===== src/rtl/truth_table_scanner_pkg.sv =====
// Shared FSM encoding, default parameter values and sizing helper for truth_table_scanner.
package truth_table_scanner_pkg;

    typedef enum logic [1:0] {
        StIdle   = 2'd0,
        StDrive  = 2'd1,
        StSample = 2'd2,
        StDone   = 2'd3
    } scan_state_e;

    localparam int unsigned DefaultNIn          = 3;
    localparam int unsigned DefaultSettleCycles = 2;

    // Settle counter width, never below one bit.
    function automatic int unsigned settle_width(input int unsigned cycles);
        return (cycles + 1 <= 2) ? 1 : $clog2(cycles + 1);
    endfunction

endpackage


===== src/rtl/scan_settle_timer.sv =====
// Settle down-counter: clear reloads CYCLES-1, enable counts toward zero, expire flags zero.
module scan_settle_timer #(
    parameter int unsigned CYCLES = 2,
    parameter int unsigned WIDTH  = 2
) (
    input  logic clk,
    input  logic reset,
    input  logic clear,
    input  logic enable,
    output logic expire
);

    localparam logic [WIDTH-1:0] Reload = WIDTH'(CYCLES - 1);

    logic [WIDTH-1:0] count_q, count_d;

    always_comb begin
        count_d = count_q;
        if (clear) begin
            count_d = Reload;
        end else if (enable && (count_q != '0)) begin
            count_d = count_q - 1'b1;
        end
    end

    always_ff @(posedge clk or posedge reset) begin
        if (reset) begin
            count_q <= '0;
        end else begin
            count_q <= count_d;
        end
    end

    assign expire = (count_q == '0);

endmodule


===== src/rtl/truth_table_scanner.sv =====
// Walks sel_out through every code, settles, and captures y_in into table_out.
// Optional TRUTH_SCAN_COMPARE_EN adds expected_in/pass for on-board table checking.
module truth_table_scanner
    import truth_table_scanner_pkg::*;
#(
    parameter int unsigned N_IN          = DefaultNIn,
    parameter int unsigned SETTLE_CYCLES = DefaultSettleCycles
) (
    input  logic                 clk,
    input  logic                 reset,
    input  logic                 start,
    input  logic                 y_in,
`ifdef TRUTH_SCAN_COMPARE_EN
    input  logic [2**N_IN-1:0]   expected_in,
    output logic                 pass,
`endif
    output logic [N_IN-1:0]      sel_out,
    output logic                 busy,
    output logic                 done,
    output logic [2**N_IN-1:0]   table_out
);

    localparam int unsigned      TableWidth = 2 ** N_IN;
    localparam int unsigned      CntWidth   = settle_width(SETTLE_CYCLES);
    localparam logic [N_IN-1:0]  LastSel    = '1;

    if (SETTLE_CYCLES < 1 || SETTLE_CYCLES > 255) begin : g_bad_settle
        $error("truth_table_scanner: SETTLE_CYCLES must be within 1..255");
    end

    scan_state_e           state_q, state_d;
    logic [N_IN-1:0]       sel_q, sel_d;
    logic [TableWidth-1:0] table_q, table_d;
    logic                  busy_q, busy_d;
    logic                  done_q, done_d;
    logic                  timer_clear, timer_en, timer_expire;
    logic                  last_code;

    assign last_code = (sel_q == LastSel);

    scan_settle_timer #(
        .CYCLES (SETTLE_CYCLES),
        .WIDTH  (CntWidth)
    ) u_settle (
        .clk    (clk),
        .reset  (reset),
        .clear  (timer_clear),
        .enable (timer_en),
        .expire (timer_expire)
    );

    always_ff @(posedge clk or posedge reset) begin
        if (reset) begin
            state_q <= StIdle;
        end else begin
            state_q <= state_d;
        end
    end

    always_comb begin
        state_d = state_q;
        unique case (state_q)
            StIdle:   if (start) state_d = StDrive;
            StDrive:  if (timer_expire) state_d = StSample;
            StSample: state_d = last_code ? StDone : StDrive;
            StDone:   state_d = StIdle;
            default:  state_d = StIdle;
        endcase
    end

    // Datapath and output next-values; busy/done are registered from the next state.
    always_comb begin
        sel_d       = sel_q;
        table_d     = table_q;
        timer_clear = 1'b0;
        timer_en    = 1'b0;
        unique case (state_q)
            StIdle: begin
                sel_d = '0;
                if (start) begin
                    table_d     = '0;
                    timer_clear = 1'b1;
                end
            end
            StDrive: timer_en = 1'b1;
            StSample: begin
                table_d[sel_q] = y_in;
                if (!last_code) begin
                    sel_d       = sel_q + 1'b1;
                    timer_clear = 1'b1;
                end
            end
            StDone:  sel_d = '0;
            default: sel_d = '0;
        endcase
        busy_d = (state_d == StDrive) || (state_d == StSample);
        done_d = (state_d == StDone);
    end

    always_ff @(posedge clk or posedge reset) begin
        if (reset) begin
            sel_q   <= '0;
            table_q <= '0;
            busy_q  <= 1'b0;
            done_q  <= 1'b0;
        end else begin
            sel_q   <= sel_d;
            table_q <= table_d;
            busy_q  <= busy_d;
            done_q  <= done_d;
        end
    end

    assign sel_out   = sel_q;
    assign table_out = table_q;
    assign busy      = busy_q;
    assign done      = done_q;

`ifdef TRUTH_SCAN_COMPARE_EN
    logic [TableWidth-1:0] expected_q, expected_d;
    logic                  pass_q, pass_d;

    always_comb begin
        expected_d = expected_q;
        pass_d     = pass_q;
        if (state_q == StIdle && start) begin
            expected_d = expected_in;
            pass_d     = 1'b0;
        end else if (state_q == StSample && last_code) begin
            pass_d = (table_d == expected_q);
        end
    end

    always_ff @(posedge clk or posedge reset) begin
        if (reset) begin
            expected_q <= '0;
            pass_q     <= 1'b0;
        end else begin
            expected_q <= expected_d;
            pass_q     <= pass_d;
        end
    end

    assign pass = pass_q;
`endif

endmodule


===== config.mk =====
export PLATFORM = sky130hd
export DESIGN_NAME = truth_table_scanner
export DESIGN_NICKNAME = d
export VERILOG_FILES = /design/src/rtl/truth_table_scanner_pkg.sv /design/src/rtl/scan_settle_timer.sv /design/src/rtl/truth_table_scanner.sv
export SDC_FILE = /design/constraint.sdc
export NUM_CORES = 1
export LEC_CHECK = 0
export ABC_AREA = 1
export CORE_UTILIZATION = 50
export DETAILED_ROUTE_END_ITERATION = 10
export GPL_ROUTABILITY_DRIVEN = 0
export GPL_TIMING_DRIVEN = 1
export PLACE_DENSITY = 0.77
export SLEW_MARGIN = 20
export SYNTH_ARGS = -nofsm -noshare
export SYNTH_HDL_FRONTEND = slang
export SYNTH_SLANG_ARGS = --single-unit

===== constraint.sdc =====
create_clock -name clk -period 1.6 [get_ports clk]
set_input_delay 0.32 -clock clk [delete_from_list [all_inputs] [get_ports clk]]
set_output_delay 0.32 -clock clk [all_outputs]
set_load 0.02 [all_outputs]

==> results of run 1 <==
-- area by class of cell --
type                            instances  area, µm²
Fill cell                             153        557
Multi-Input combinational cell         91        445
Timing Repair Buffer                   21        211
Sequential cell                        17        425
Clock buffer                            4       26.3
Tap cell                               25       31.3
Inverter                               13       48.8
-- layout by cell type (no fill, tap or decap), types with 3 or more instances in the layout --
master            n
nand2_1          50
dfrtp_1          17
inv_1            13
nand3_1          10
nor2_1           10
ha_1              7
dlymetal6s2s_1    7
o21ai_0           6
clkdlybuf4s50_1   6
buf_4             5
nand2_2           3
clkbuf_4          3
dlygate4sd2_1     3
-- per-layer routing --
layer / wire length (µm) / GRT usage, % / up-vias
li1: - / - / 433
met1: 870 / 26.1 / 385
met2: 834 / 34.0 / 19
met3: 62 / 3.97 / 5
met4: 44 / 10.9 / 0
met5: 0 / 0 / -
-- power by group --
part / switching (µW) / internal (µW) / leakage [µW]
logic: 417 / 276 / 0.000491
registers: 49.7 / 521 / 0.000228
clock network: 128 / 97.0 / 0.0000150
total: 595 / 894 / 0.000733
-- state kept, by name, indices dropped and copies added (netlist names) --
signal,cells
sel_out,3
table_out,8
u_settle.count_q,2
busy,1
state_q,2
done,1
-- through the flow --
step | cell area [µm²] | setup slack (ns) | utilization (%) | std cells | total power [µW]
after floorplan | 946 | 0.0977 | - | 123 | 1070
after global placement | 1150 | 0.173 | 65.8 | 167 | 1250
after detailed placement | 1150 | 0.114 | 65.8 | 167 | 1280
after CTS | 1170 | 0.00799 | 67.1 | 171 | 1510
after global routing | 1190 | 0.00218 | 68.1 | 171 | 1620
final | 1190 | 0.0388 | 68.1 | 171 | 1490
-- cell families (layout without fill, tap and decap cells) --
group / after synthesis / count (layout) / share of synthesized area (%)
AND/OR/NAND/NOR: 75 / 75 / 33.1
buffers and inverters: 15 / 38 / 7.94
flip-flops: 17 / 17 / 45.0
adder cells (fa/ha/maj): 7 / 7 / 9.26
AO/OA/AOI/OAI: 9 / 9 / 4.76
-- final timing paths --
| path | cells after the start | end |
|---|---|---|
| setup / recovery | 1 | table_out[7] |
| hold / removal | 3 | table_out[0] |
| setup reg to reg | 7 | busy |
| hold reg to reg | 2 | table_out[3] |
| max in group asynchronous | 3 | busy |
| min in group clk | 2 | table_out[3] |
==> run metrics, run 1 <==
CTS resizes=3; unrepaired setup endpoints after global routing=false; Slew @ Worst Pin=0.245 ns; Period minus WS final=~1.6 ns; Reg clk slew, reported paths=roughly 0.090 ns; Reg-to-Reg Start=sel_out[1]; Post-CTS Hold Fix Bufs=0; Hold Path Class=input port to asynchronous set/reset pin; final WL=1810 µm; Antenna Cells=0; CTS sink count=17; P&R area growth vs syn=25.7%; Crit. Startpoint=table_out[7]; total core area=1750 µm²; top-count cell post-synth=nand2_1; final net count=about 160; setup_tns=0 ns; global-route wire length before repair=3050 µm; slowest CP cell=clkdlybuf4s50_1; DRC errors left=0; Worst-Skew Late Latency=just under 0.3 ns; Mapped Cells=between 100 and 150; Synth cell types=14; crit-path cells=clkdlybuf4s50_1; DR WL/cell=10.6 µm; Synth Area per Inst=around 7.7 µm²; crit share post-route=97.6%; DP Wirelength=about 1400 µm; Post-synth EDFFs=0; GR Overflow Total=0; Synthesis Warnings=0; CTS root buffer=clkbuf_4; Fin. Hold Viols=0; clk_skew=about 0.0037 ns; Yosys top cell area share=around 45%; TritonCTS buffer count=3; Worst Path Arrival=roughly 1.2 ns; FMAX=0.641 GHz; commonest cells in the netlist=nand2_1, dfrtp_1, inv_1, nand3_1, nor2_1; status=finished clean; largest net degree at the start of global routing=18; reg-to-reg setup timing slack=about 0.080 ns; Initial Util=54.2%; max-slew violations=0; Die X-Extent=approximately 45 µm; first drt pass iteration count=4; CP Launch Type=flip-flop; number of max-cap violations=0; fraction of registers with async set/reset=100%; worst path bufs/invs=1; DIE AREA=roughly 2100 µm²; Global Route Usage Sum=between 20% and 30%; antenna viol nets, final=0; Post-synth top flop=dfrtp_1; Worst slew margin=a little over four fifths; I/O Pins=17; chip height=roughly 45 µm; TritonCTS clock tree=done; VDD IR max=roughly 1.1 mV; sequential fraction of the synthesis area=roughly 45%; vias in the first global route=roughly 740; Hold Worst Slack=roughly 0.34 ns; initial antenna violation count=0; share of layout cells above drive strength 1=8.22%; leakage=0.000733 µW; power density over cell area=1250 nW/µm²; Worst path top cell family by delay=buffers and inverters; #FFs+latches synth=17; FP Rows=15; # Post-CTS Setup Buffers=0; CTS H-tree depth=1; worst path required time=roughly 1.3 ns; Post-Syn Area=approximately 950 µm²; Area contributors post-synth=dfrtp_1, nand2_1, ha_1; cell taking the most area after synthesis=dfrtp_1; I/O Buffers=16; Final Setup Violations=0; Post-Syn Nets=between 100 and 150; clock tree buffer depth=2; DRT iter0 DRCs=17; crit path capture type=primary output; via count=around 840; vias per cell=roughly 4.9; critical path's largest stage delay=0.60 ns; critical path class=flip-flop to primary output; crit-path max FO=2
No activity file was read; power rests on OpenSTA's default activity.
==> run 2: changes to the inputs <==
Settings changed: CORE_UTILIZATION 50 to 55, DONT_BUFFER_PORTS from default to 1, PLACE_DENSITY 0.77 to 0.7.
==> run 2 against run 1 <==
Effect of this change:
- the run now ends with DRC, hold timing left
- sequential share of layout area rose by 6.6 points
- critical path type is now flip-flop to flip-flop
- non-clock buffer count fell by 16
- die area down 8.7%
- count of clock-buffer cells in the layout unchanged
- sequential power rose by 7.2%
- combinational power shrank 18%
- power down 5.8%
- clock skew shrank 0.00085 ns
- largest power group is now sequential cells
- first-iteration DRC count is 71% higher
- utilization is 3.7 points lower
==> run metrics, run 2 (synthesized netlist as in run 1, its figures left out) <==
crit path capture type=flip-flop; Clock Power Share=16.1% (+1.0 points); Worst slew margin=57.4% (-26 points); Tot Pwr=1400 µW (-5.8%); DRC errors left=4 (+4); Die X-Extent=43.5 µm (-4.5%); share of layout cells above drive strength 1=9.23% (+1.0 points); Worst-Skew Late Latency=0.29 ns (about the same); critical path class=flip-flop to flip-flop; vias in the first global route=734 (-0.54%); vias per cell=5.21 (+5.7%); CTS resizes=0 (-3); CP Launch Type=flip-flop; antenna viol nets, final=0 (unchanged); Period minus WS final=1.51 ns (-0.0557 ns); first drt pass iteration count=7 (+3); max FFs per register=8 (unchanged); power density over cell area=1400 nW/µm² (+12%); leakage=0.000533 µW (-27%); global-route wire length before repair=3080 µm (+0.92%); Combinational Power Share=40.3% (-6.3 points); I/O Buffers=0 (-16); clk_skew=0.00284 ns (-0.000855 ns); Routed met2 length=790 µm (-5.3%); critical path's largest stage delay=0.42 ns (-0.18 ns); met3 WL=98 µm (+58%); DP Wirelength=1330 µm (-2.3%); TritonCTS buffer count=3 (unchanged); final net count=142 (-10%); final WL=1730 µm (-4.6%); via count=760 (-9.7%); largest net degree at the start of global routing=18 (unchanged); crit-path max FO=5 (+3); DRT iter0 DRCs=29 (+12); WL met1=803 µm (-7.7%); Worst Path Arrival=1.69 ns (+0.45 ns); Global Route Usage Sum=22.3% (+1.4 points); chip height=43.5 µm (-4.5%); CTS sink count=17 (unchanged); VDD IR max=0.850 mV (-25%); GR Overflow Total=0 (unchanged); worst path required time=1.78 ns (+0.50 ns); crit share post-route=94.1% (-3.5 points); Final Setup Violations=0 (unchanged); CTS H-tree depth=1 (unchanged); unrepaired setup endpoints after global routing=false; Antenna Cells=0 (unchanged); CTS root buffer=clkbuf_4; Post-CTS Hold Fix Bufs=0 (unchanged); crit-path cells=inv_1, ha_1, inv_1, nand2_2, nand3_1, ha_1; clock tree buffer depth=2 (unchanged); total core area=1560 µm² (-11%); P&R area growth vs syn=6.08%; setup_tns=0 ns (unchanged); Initial Util=60.7% (+6.5 points); most used cells in the layout excluding fill and tap cells=nand2_1, dfrtp_1, inv_1; # Post-CTS Setup Buffers=0 (unchanged); sw frac=41.5% (+1.6 points); Hold Path Class=input port to asynchronous set/reset pin; DIE AREA=1890 µm² (-8.7%); Fin. Hold Viols=17 (+17); max-slew violations=0 (unchanged); Top Metal Used=met4; share of power burned in registers=43.6% (+5.3 points); slowest CP cell=dfrtp_1; commonest non-fill, non-tap cell in the layout=nand2_1; failing checks=DRC, hold timing; P_int=820 µW (-8.3%); initial antenna violation count=0 (unchanged); TritonCTS clock tree=done; Slew @ Worst Pin=0.639 ns (+0.394 ns); Reg clk slew, reported paths=0.09 ns (about the same); Sw Pwr=583 µW (-2.1%); Hold Worst Slack=-0.00746 ns (-0.343 ns); I/O Pins=17 (unchanged); FP Rows=14 (-1); DR WL/cell=11.8 µm (+12%); status=finished with violations; number of max-cap violations=0 (unchanged); FMAX=0.664 GHz (+3.7%)
## run 2: changes by cell type in the layout (fill, tap and decap cells not counted)
cell             previous run  this run
dlymetal6s2s_1              7         0
clkdlybuf4s50_1             6         0
dlygate4sd2_1               3         0
## run 2: worst max-delay path: cells and delay by family, from the launching register on
family / cells / cell delay [ns]
buffers and inverters: 2 / 0.18
DFF: 1 / 0.42
and+or+nand+nor: 2 / 0.24
adders and majority gates: 2 / 0.55
## run 2: final timing paths
| check | start | endpoint | slack [ns] | cells after the start |
|---|---|---|---|---|
| max | state_q[1] | busy | 0.09 | 6 |
| min | reset | u_settle.count_q[1] | -0.007 | 1 |
| max reg2reg | state_q[1] | busy | 0.09 | 6 |
| min reg2reg | u_settle.count_q[0] | u_settle.count_q[0] | 0.57 | 2 |
| max in group asynchronous | reset | table_out[4] | 1.20 | 1 |
| min in group clk | start | state_q[1] | 0.25 | 3 |
## run 2: layout make-up
type                       count  area [µm²]
multi-input combinational     91         445
timing repair buffer           5        37.5
tap                           16        20.0
inverter                      13        48.8
fill                         145         556
clock buffer                   4        26.3
sequential                    17         425
## run 2: power by group through the flow
| stage | Combinational [µW] | Sequential, µW | Clock, µW |
|---|---|---|---|
| after floorplan | 431 | 637 | 0 |
| final | 565 | 611 | 226 |
| after detailed placement | 564 | 622 | 0 |
| after global placement | 547 | 619 | 0 |
| after CTS | 565 | 613 | 237 |
| after global routing | 670 | 620 | 251 |
## run 2: metrics by stage
| stage | setup WS [ns] | util [%] | cells | cell area, µm² |
|---|---|---|---|---|
| finish | 0.0945 | 64.4 | 146 | 1000 |
| global route | 0.000191 | 64.4 | 146 | 1000 |
| CTS | 0.112 | 64.4 | 146 | 1000 |
| detailed placement | 0.121 | 62.7 | 142 | 977 |
| global placement | 0.175 | 62.7 | 142 | 977 |
| floorplan | 0.0977 | - | 123 | 946 |
## run 2: routing by layer
layer  track usage (%)  up-vias
met1              28.8      333
met2              34.5       23
met4              9.38        0
met3              7.08        5
met5                 0        -
li1                  -      399
==> run 3: changes to the inputs <==
Settings changed: CAP_MARGIN from default to 20, SKIP_LAST_GASP from default to 1.
==> results of run 3 <==
The final DEF is identical to that of run 2; final timing and power are the same.
